--- config.mk ---
export PLATFORM = sky130hd
export DESIGN_NAME = seg7_decode_monitor
export DESIGN_NICKNAME = d
export VERILOG_FILES = /design/src/rtl/seg7_decode_monitor.sv
export SDC_FILE = /design/constraint.sdc
export NUM_CORES = 1
export LEC_CHECK = 0
export CAP_MARGIN = 10
export CORE_MARGIN = 5
export CORE_UTILIZATION = 45
export DETAILED_ROUTE_END_ITERATION = 12
export GPL_ROUTABILITY_DRIVEN = 0
export HOLD_SLACK_MARGIN = 0.03
export PLACE_DENSITY = 0.76
export SLEW_MARGIN = 5
export SYNTH_ARGS = -nofsm -noshare
export SYNTH_HDL_FRONTEND = slang
export SYNTH_SLANG_ARGS = --single-unit
--- constraint.sdc ---
create_clock -name clk -period 3.5 [get_ports clk]
set_input_delay 1.05 -clock clk [delete_from_list [all_inputs] [get_ports clk]]
set_output_delay 1.05 -clock clk [all_outputs]
set_load 0.1 [all_outputs]
--- src/rtl/seg7_decode_monitor.sv ---
// Recovers the digit shown on an active-low 7-segment bus, filters transient patterns and
// checks that accepted digits follow 0-9 counting order, counting invalid and sequence errors.
module seg7_decode_monitor #(
   parameter int unsigned STABLE_CYCLES = 4,
   parameter int unsigned ERR_CNT_W     = 8
) (
   input  logic                 clk,
   input  logic                 rst_n,
   input  logic [6:0]           seg_in,
   output logic [3:0]           digit,
   output logic                 digit_valid,
   output logic                 blank,
   output logic                 invalid,
   output logic                 seq_err,
   output logic                 locked,
   output logic [ERR_CNT_W-1:0] err_count
);

   localparam logic [7:0] StableCnt = 8'(STABLE_CYCLES);
   localparam logic [6:0] SegBlank  = 7'b1111111;

   typedef enum logic [1:0] {ClsDigit, ClsBlank, ClsInvalid} seg_cls_e;

   typedef struct packed {
      seg_cls_e   cls;
      logic [3:0] val;
   } seg_dec_t;

   function automatic seg_dec_t decode(input logic [6:0] seg);
      seg_dec_t d;
      d.cls = ClsDigit;
      d.val = 4'd0;
      case (seg)
         7'b0000001: d.val = 4'd0;
         7'b1001111: d.val = 4'd1;
         7'b0010010: d.val = 4'd2;
         7'b0000110: d.val = 4'd3;
         7'b1001100: d.val = 4'd4;
         7'b0100100: d.val = 4'd5;
         7'b0100000: d.val = 4'd6;
         7'b0001111: d.val = 4'd7;
         7'b0000000: d.val = 4'd8;
         7'b0000100: d.val = 4'd9;
         SegBlank:   d.cls = ClsBlank;
         default:    d.cls = ClsInvalid;
      endcase
      return d;
   endfunction

   // Input sampling and stability filter
   logic [6:0] seg_q;
   logic       seg_vld_q;
   logic [6:0] cand_q, cand_d;
   logic [7:0] cnt_q, cnt_d;

   // Acceptance bookkeeping
   logic [6:0] acc_q, acc_d;
   logic       none_q, none_d;
   logic       accept;
   seg_dec_t   dec;

   // Registered outputs
   logic [3:0]           digit_q, digit_d;
   logic                 digit_valid_q, digit_valid_d;
   logic                 blank_q, blank_d;
   logic                 invalid_q, invalid_d;
   logic                 seq_err_q, seq_err_d;
   logic                 locked_q, locked_d;
   logic [ERR_CNT_W-1:0] err_q, err_d;
   logic [3:0]           next_digit;

   // seg_q holds a real sample only from the first edge after reset release onwards, so the
   // cleared value is never counted as a pattern.
   always_comb begin
      cand_d = cand_q;
      cnt_d  = cnt_q;
      if (seg_vld_q) begin
         if (cnt_q == 8'd0 || seg_q != cand_q) begin
            cand_d = seg_q;
            cnt_d  = 8'd1;
         end else if (cnt_q < StableCnt) begin
            cnt_d = cnt_q + 8'd1;
         end
      end
   end

   assign accept = seg_vld_q && (cnt_d == StableCnt) && (cnt_q != StableCnt) &&
                   (none_q || cand_d != acc_q);
   assign dec        = decode(cand_d);
   assign next_digit = (digit_q == 4'd9) ? 4'd0 : digit_q + 4'd1;

   always_comb begin
      acc_d         = acc_q;
      none_d        = none_q;
      digit_d       = digit_q;
      digit_valid_d = 1'b0;
      blank_d       = blank_q;
      invalid_d     = invalid_q;
      seq_err_d     = 1'b0;
      locked_d      = locked_q;
      err_d         = err_q;
      if (accept) begin
         acc_d  = cand_d;
         none_d = 1'b0;
         unique case (dec.cls)
            ClsDigit: begin
               digit_d       = dec.val;
               digit_valid_d = 1'b1;
               blank_d       = 1'b0;
               invalid_d     = 1'b0;
               locked_d      = 1'b1;
               // digit_q is the previous valid digit whenever locked_q is set
               if (locked_q && dec.val != next_digit) begin
                  seq_err_d = 1'b1;
                  if (err_q != '1) err_d = err_q + 1'b1;
               end
            end
            ClsBlank: begin
               blank_d   = 1'b1;
               invalid_d = 1'b0;
            end
            ClsInvalid: begin
               invalid_d = 1'b1;
               blank_d   = 1'b0;
               if (err_q != '1) err_d = err_q + 1'b1;
            end
            default: ;
         endcase
      end
   end

   always_ff @(posedge clk) begin
      if (!rst_n) begin
         seg_q         <= 7'd0;
         seg_vld_q     <= 1'b0;
         cand_q        <= 7'd0;
         cnt_q         <= 8'd0;
         acc_q         <= 7'd0;
         none_q        <= 1'b1;
         digit_q       <= 4'd0;
         digit_valid_q <= 1'b0;
         blank_q       <= 1'b0;
         invalid_q     <= 1'b0;
         seq_err_q     <= 1'b0;
         locked_q      <= 1'b0;
         err_q         <= '0;
      end else begin
         seg_q         <= seg_in;
         seg_vld_q     <= 1'b1;
         cand_q        <= cand_d;
         cnt_q         <= cnt_d;
         acc_q         <= acc_d;
         none_q        <= none_d;
         digit_q       <= digit_d;
         digit_valid_q <= digit_valid_d;
         blank_q       <= blank_d;
         invalid_q     <= invalid_d;
         seq_err_q     <= seq_err_d;
         locked_q      <= locked_d;
         err_q         <= err_d;
      end
   end

   assign digit       = digit_q;
   assign digit_valid = digit_valid_q;
   assign blank       = blank_q;
   assign invalid     = invalid_q;
   assign seq_err     = seq_err_q;
   assign locked      = locked_q;
   assign err_count   = err_q;

endmodule

=== Yosys cells after proc, flatten, opt, wreduce, memory -nomap -nowiden ===
Cells that the tools add are included.

* Bits in registers: 48
* Output and inout port bits: 17

* Mux-type cells: 16
* Add/sub/neg operators: 3
* Eq/ne operators: 20
* Order comparisons: 1
* Reductions and logical operators: 21

{| class="wikitable"
|+ Operators with widths
! cell !! count
|-
| 8-bit two-way mux || 5
|-
| 4-bit one-hot mux with 9 select lines || 1
|-
| 7-bit == test (second input constant) || 3
|-
| 8-bit by 1-bit adder with 8-bit output (second input constant) || 2
|-
| 8-bit one-hot mux with 2 select lines || 1
|-
| 7-bit by 3-bit == test with 1-bit output (second input constant) || 2
|-
| 7-bit by 6-bit == test with 1-bit output (second input constant) || 2
|-
| 7-bit two-way mux || 2
|-
| 7-bit inequality test || 2
|-
| 10-bit OR reduction || 1
|-
| 8-bit by 3-bit == test with 1-bit output (second input constant) || 1
|-
| 8-bit logical NOT || 1
|-
| 8-bit by 3-bit < comparator with 1-bit output (second input constant) || 1
|-
| 8-bit by 3-bit inequality test with 1-bit output (second input constant) || 1
|-
| 8-bit inequality test (second input constant) || 1
|-
| 2-bit AND reduction || 4
|-
| 7-bit by 1-bit == test with 1-bit output (second input constant) || 1
|-
| 7-bit by 4-bit == test with 1-bit output (second input constant) || 1
|-
| 7-bit by 5-bit == test with 1-bit output (second input constant) || 1
|-
| 7-bit logical NOT || 1
|-
| 3-bit AND reduction || 2
|-
| 2-bit nonzero test || 3
|-
| 4-bit by 1-bit adder with 4-bit output (second input constant) || 1
|-
| 4-bit == test (second input constant) || 1
|-
| 12 further kinds || 20
|}

=== Logic depth before layout (Yosys ltp) ===
* Word-level depth: 11
* Mapped depth: 14
* Gate-level depth less buffers: 11

=== Least setup slack after synthesis ===
OpenSTA, ideal clock, no wires.

* Path type: register -> register
* Start: register seg_q[1]
* End: register err_q[7] (netlist: err_count[7])
* Required time: 3.430 ns
* Slack: 0.539 ns
* Arrival: 2.891 ns
* Buffers on the path: 2
* Stages on the path, launching flop included: 13
* Period minus slack after synthesis: 2.961 ns
* Library setup time: 0.070 ns
* Path through: dfxtp_1 buf_6 xor2_2 nor4_2 a31o_1 buf_6 mux2i_2 xnor2_2 o21bai_1 a21o_1 a2111o_1 or3_1 a21oi_1

* Cells in the longest elaborated chain, start to end: 10
* Elaborated cells on any way between the ends: 34
* Classes of those cells: eq/ne (16); mux (7); reduce/logical (11)

{| class="wikitable"
|+ Ends and longest elaborated chain
! item !! RTL line !! source
|-
| start, declared || 51 || <nowiki>logic [6:0] seg_q;</nowiki>
|-
| start signal, assigned || 148 || <nowiki>seg_q <= seg_in;</nowiki>
|-
| 7-bit inequality test || 78 || <nowiki>if (cnt_q == 8'd0 || seg_q != cand_q) begin</nowiki>
|-
| 1-bit logical OR || 78 ||
|-
| 7-bit two-way mux || 78 ||
|-
| 7-bit two-way mux || 77 || <nowiki>if (seg_vld_q) begin</nowiki>
|-
| 7-bit by 3-bit == test with 1-bit output, or another cell as far along || 33 || <nowiki>case (seg)</nowiki>
|-
| 4-bit one-hot mux with 9 select lines or 10-bit OR reduction (tied branches) || - ||
|-
| 4-bit inequality test or 2-bit one-hot mux with 2 select lines (tied branches) || 113, 33 ||
|-
| 1-bit logical AND, or another cell as far along || 113 || <nowiki>if (locked_q && dec.val != next_digit) begin</nowiki>
|-
| 2-bit inequality test (no source line) or 2-bit nonzero test (tied branches) || - ||
|-
| 3-bit AND reduction (no source line) || - ||
|-
| end signal, assigned || 160 || <nowiki>err_q <= err_d;</nowiki>
|-
| end, declared || 69 || <nowiki>logic [ERR_CNT_W-1:0] err_q, err_d;</nowiki>
|}

Parallel ways exist; a longest one is shown, timed or not.
A chain may end at the register's enable or synchronous reset.

=== Worst setup path after layout ===
* Start: register cand_q[1]
* End: register err_q[7] (netlist: err_count[7])

* Cells in the longest elaborated chain, start to end: 10
* Elaborated cells on any way between the ends: 34
* Classes of those cells: eq/ne (16); mux (7); reduce/logical (11)

{| class="wikitable"
|+ Ends and longest elaborated chain
! item !! RTL line !! source
|-
| start, declared || 53 || <nowiki>logic [6:0] cand_q, cand_d;</nowiki>
|-
| start signal, assigned || 150 || <nowiki>cand_q <= cand_d;</nowiki>
|-
| 7-bit inequality test || 78 ||
|-
| 1-bit logical OR || 78 ||
|-
| 7-bit two-way mux || 78 ||
|-
| 7-bit two-way mux || 77 ||
|-
| 7-bit by 3-bit == test with 1-bit output, or another cell as far along || 33 ||
|-
| 4-bit one-hot mux with 9 select lines or 10-bit OR reduction (tied branches) || - ||
|-
| 4-bit inequality test or 2-bit one-hot mux with 2 select lines (tied branches) || 113, 33 ||
|-
| 1-bit logical AND, or another cell as far along || 113 ||
|-
| 2-bit inequality test (no source line) or 2-bit nonzero test (tied branches) || - ||
|-
| 3-bit AND reduction (no source line) || - ||
|}

Parallel ways exist; a longest one is shown, timed or not.

==> out/results.txt <==
Placed cell areas = 2990 um2
Hold Vio Cnt, Final = 0
FF+latch area = 963 um2
Die Area = 7840 um2
Async SR Flop Fraction = 0%
Post-DP HPWL = 4430 um
Number of synthesized flops with an enable pin = 0
IO Port Bufs = 25
Cell variety after synth = 58
Synthesized flop and latch total = 48
RSZ-0062 raised after global routing = no
Final setup fails = 0
Slowest Stage Delay on Critical Path = 540 ps
Wirelength per Cell = 13.9 um
Multi-input gate area = 1590 um2
Vias in the first global route = 2,217
Die X-Extent = 88.5 um
Synth Area in Adders = 1.35%
Share of cells above drive strength 1 = 16.0%
Pwr dens = 338 nW/um2
Synth Area in Simple Gates = 26.2%
Slew HR = 49.0%
Number of synthesis warnings = 0
Post-CTS resize count = 0
Fin crit period = 3300 ps
Total gr overflow = 0
Synth Area in Compound Gates = 12.6%
Hold Crit Depth = 2
Core area = 5960 um2
Largest net degree at the start of global routing = 30
Final period util = 94.2%
Synth area leader = dfxtp_1
GRT Overall Usage = 15.8%
Worst skew pair latency = 290 ps
Initial drt markers = 240
Worst-path clk slew = 80 ps
Global-route wire length before repair = 9930 um
Synth Area per Inst = 8.57 um2
Sequential area share after synthesis = 34.6%
Synth top area share = 34.6%
Largest family of logic cells by synthesized area = simple AND/OR/NAND/NOR gates
Max cap viols = 0
Top FF cell, synth = dfxtp_1
Final WL = 5820 um
DRC violations left = 0
Ranking of synthesized cells by area = dfxtp_1 35%, mux2i_1 6.9%, nand2_1 3.5%
CTS Sinks = 48
Critical Path End Type = register
Run status = completed
CTS tree = done
Cell count after synthesis = 324
Startpoint types = register
Mux cell area share after synthesis = 8.97%
Critical-path top delay cell = dfxtp_1
Crit-path cells = xor2_2 > nor4_2 > a31o_1 > mux2i_2 > xnor2_2 > o21bai_1 > a21o_1 > a2111o_1 > or3_1 > a21oi_1
Number of hold buffers added after CTS = 0
Critical Path RT = 3710 ps
TritonRoute pass-1 iters = 4
Post-CTS Setup Repair Bufs = 0
Post-synth top cells = 48 x dfxtp_1, 26 x nand2_1, 26 x nor2_1
VDD IR max = 0.264 mV
Xor-xnor portion of the synthesized cell area = 7.75%
Starting Density = 46.6%
Syn Nets = 336
Pwr Total = 1040 uW
FMAX = 303 MHz
Reg2Reg Depth = 10
Count leader, synth = dfxtp_1
Antenna viol nets, final = 0
WS Path Type = reg2reg
Clk_skew = 8.56 ps
# fillers = 576
Initial antenna violation count = 0
Pins Over Slew Limit = 0
Hold Path Class = reg2reg
Mapped Area = 2780 um2
Detailed-route vias per instance = 5.50
Fin area = 3090 um2
Crit path DAT = 3500 ps
# diodes = 0
CTS root buffer = clkbuf_8
Post-route setup TNS = 0 ps
IO Count = 26
Total number of vias = 2,306
Htree depth = 2
Fin util = 51.8%
Slew of the pin with the lowest slew margin = 764 ps
Synthesis-to-layout area growth = 11.2%
Pleak = 0.00126 uW
Die Ht = 88.5 um
NumNets Final = 355
Rows = 28
CTS Buffer Depth = 2
TritonCTS Buffers = 5
Critical path fanouts, max = 10
## power by group
| group | internal (uW) | switching [uW] |
|---|---|---|
| clock network | 161 | 169 |
| registers | 555 | 18.4 |
| logic | 61.7 | 76.6 |
## worst paths after layout
check	start	to	slack (ps)
worst max-delay path	cand_q[1]	err_count[7]	200
worst min-delay path	invalid	invalid	460
worst max register to register	cand_q[1]	err_count[7]	200
worst min register to register	invalid	invalid	460
## state kept, by name, indices dropped and copies added, names as in the netlist
name,cells
digit_valid,1
seq_err,1
digit,4
seg_q,7
none_q,1
cnt_q,8
seg_vld_q,1
err_count,8
blank,1
locked,1
cand_q,7
invalid,1
acc_q,7
## worst max-delay path, delay by kind of cell, from the launching register on
kind,cells,cell delay (ps)
muxes,1,350
AOI/OAI and AO/OA,5,1340
DFF,1,540
and+or+nand+nor,2,760
xor gates and xnor gates,2,220
## per-layer routing
metal  global-route usage [%]  wire (um)  vias up
met5                        0          0        -
met4                     5.08        106        0
met3                     2.51        275       12
met2                     26.4       2740       52
met1                     21.0       2700     1089
li1                         -          -     1153
## logic make-up (layout without fill, tap and decap cells)
family / Yosys count / in the layout
AND/OR/NAND/NOR: 136 / 136
buffers and inverters: 41 / 61
AO/OA/AOI/OAI: 51 / 51
XOR/XNOR: 22 / 22
flip-flops: 48 / 48
adder cells (fa/ha/maj): 3 / 3
multiplexers: 23 / 23
## per-stage QoR
stage	setup slack (ps)	hold slack, ps	std cells
after global routing	8.85	495	419
after CTS	210	464	419
after floorplan	539	445	324
after detailed placement	236	449	411
final	203	460	419
after global placement	287	450	411
## cells in the final DEF, fill, tap and decap left out, types with 5 or more instances in the layout
| cell | n |
|---|---|
| nand4_1 | 5 |
| xor2_1 | 10 |
| mux2i_1 | 19 |
| inv_1 | 17 |
| clkbuf_8 | 6 |
| xnor2_1 | 9 |
| nand2b_1 | 6 |
| and3_1 | 10 |
| a21oi_1 | 13 |
| or3_1 | 6 |
| nand2_1 | 26 |
| nor3_1 | 12 |
| nor2_1 | 26 |
| clkdlybuf4s50_1 | 8 |
| nand3_1 | 11 |
| o21ai_0 | 14 |
| and2_1 | 13 |
| dfxtp_1 | 46 |
| buf_4 | 28 |
## layout make-up
type | instances | share of cell area (%)
Sequential cell | 48 | 31.2
Timing Repair Buffer | 36 | 9.40
Inverter | 17 | 2.07
Clock buffer | 8 | 2.92
Tap cell | 75 | 3.04
Multi-Input combinational cell | 235 | 51.4
No activity file was read; power rests on OpenSTA's default activity.
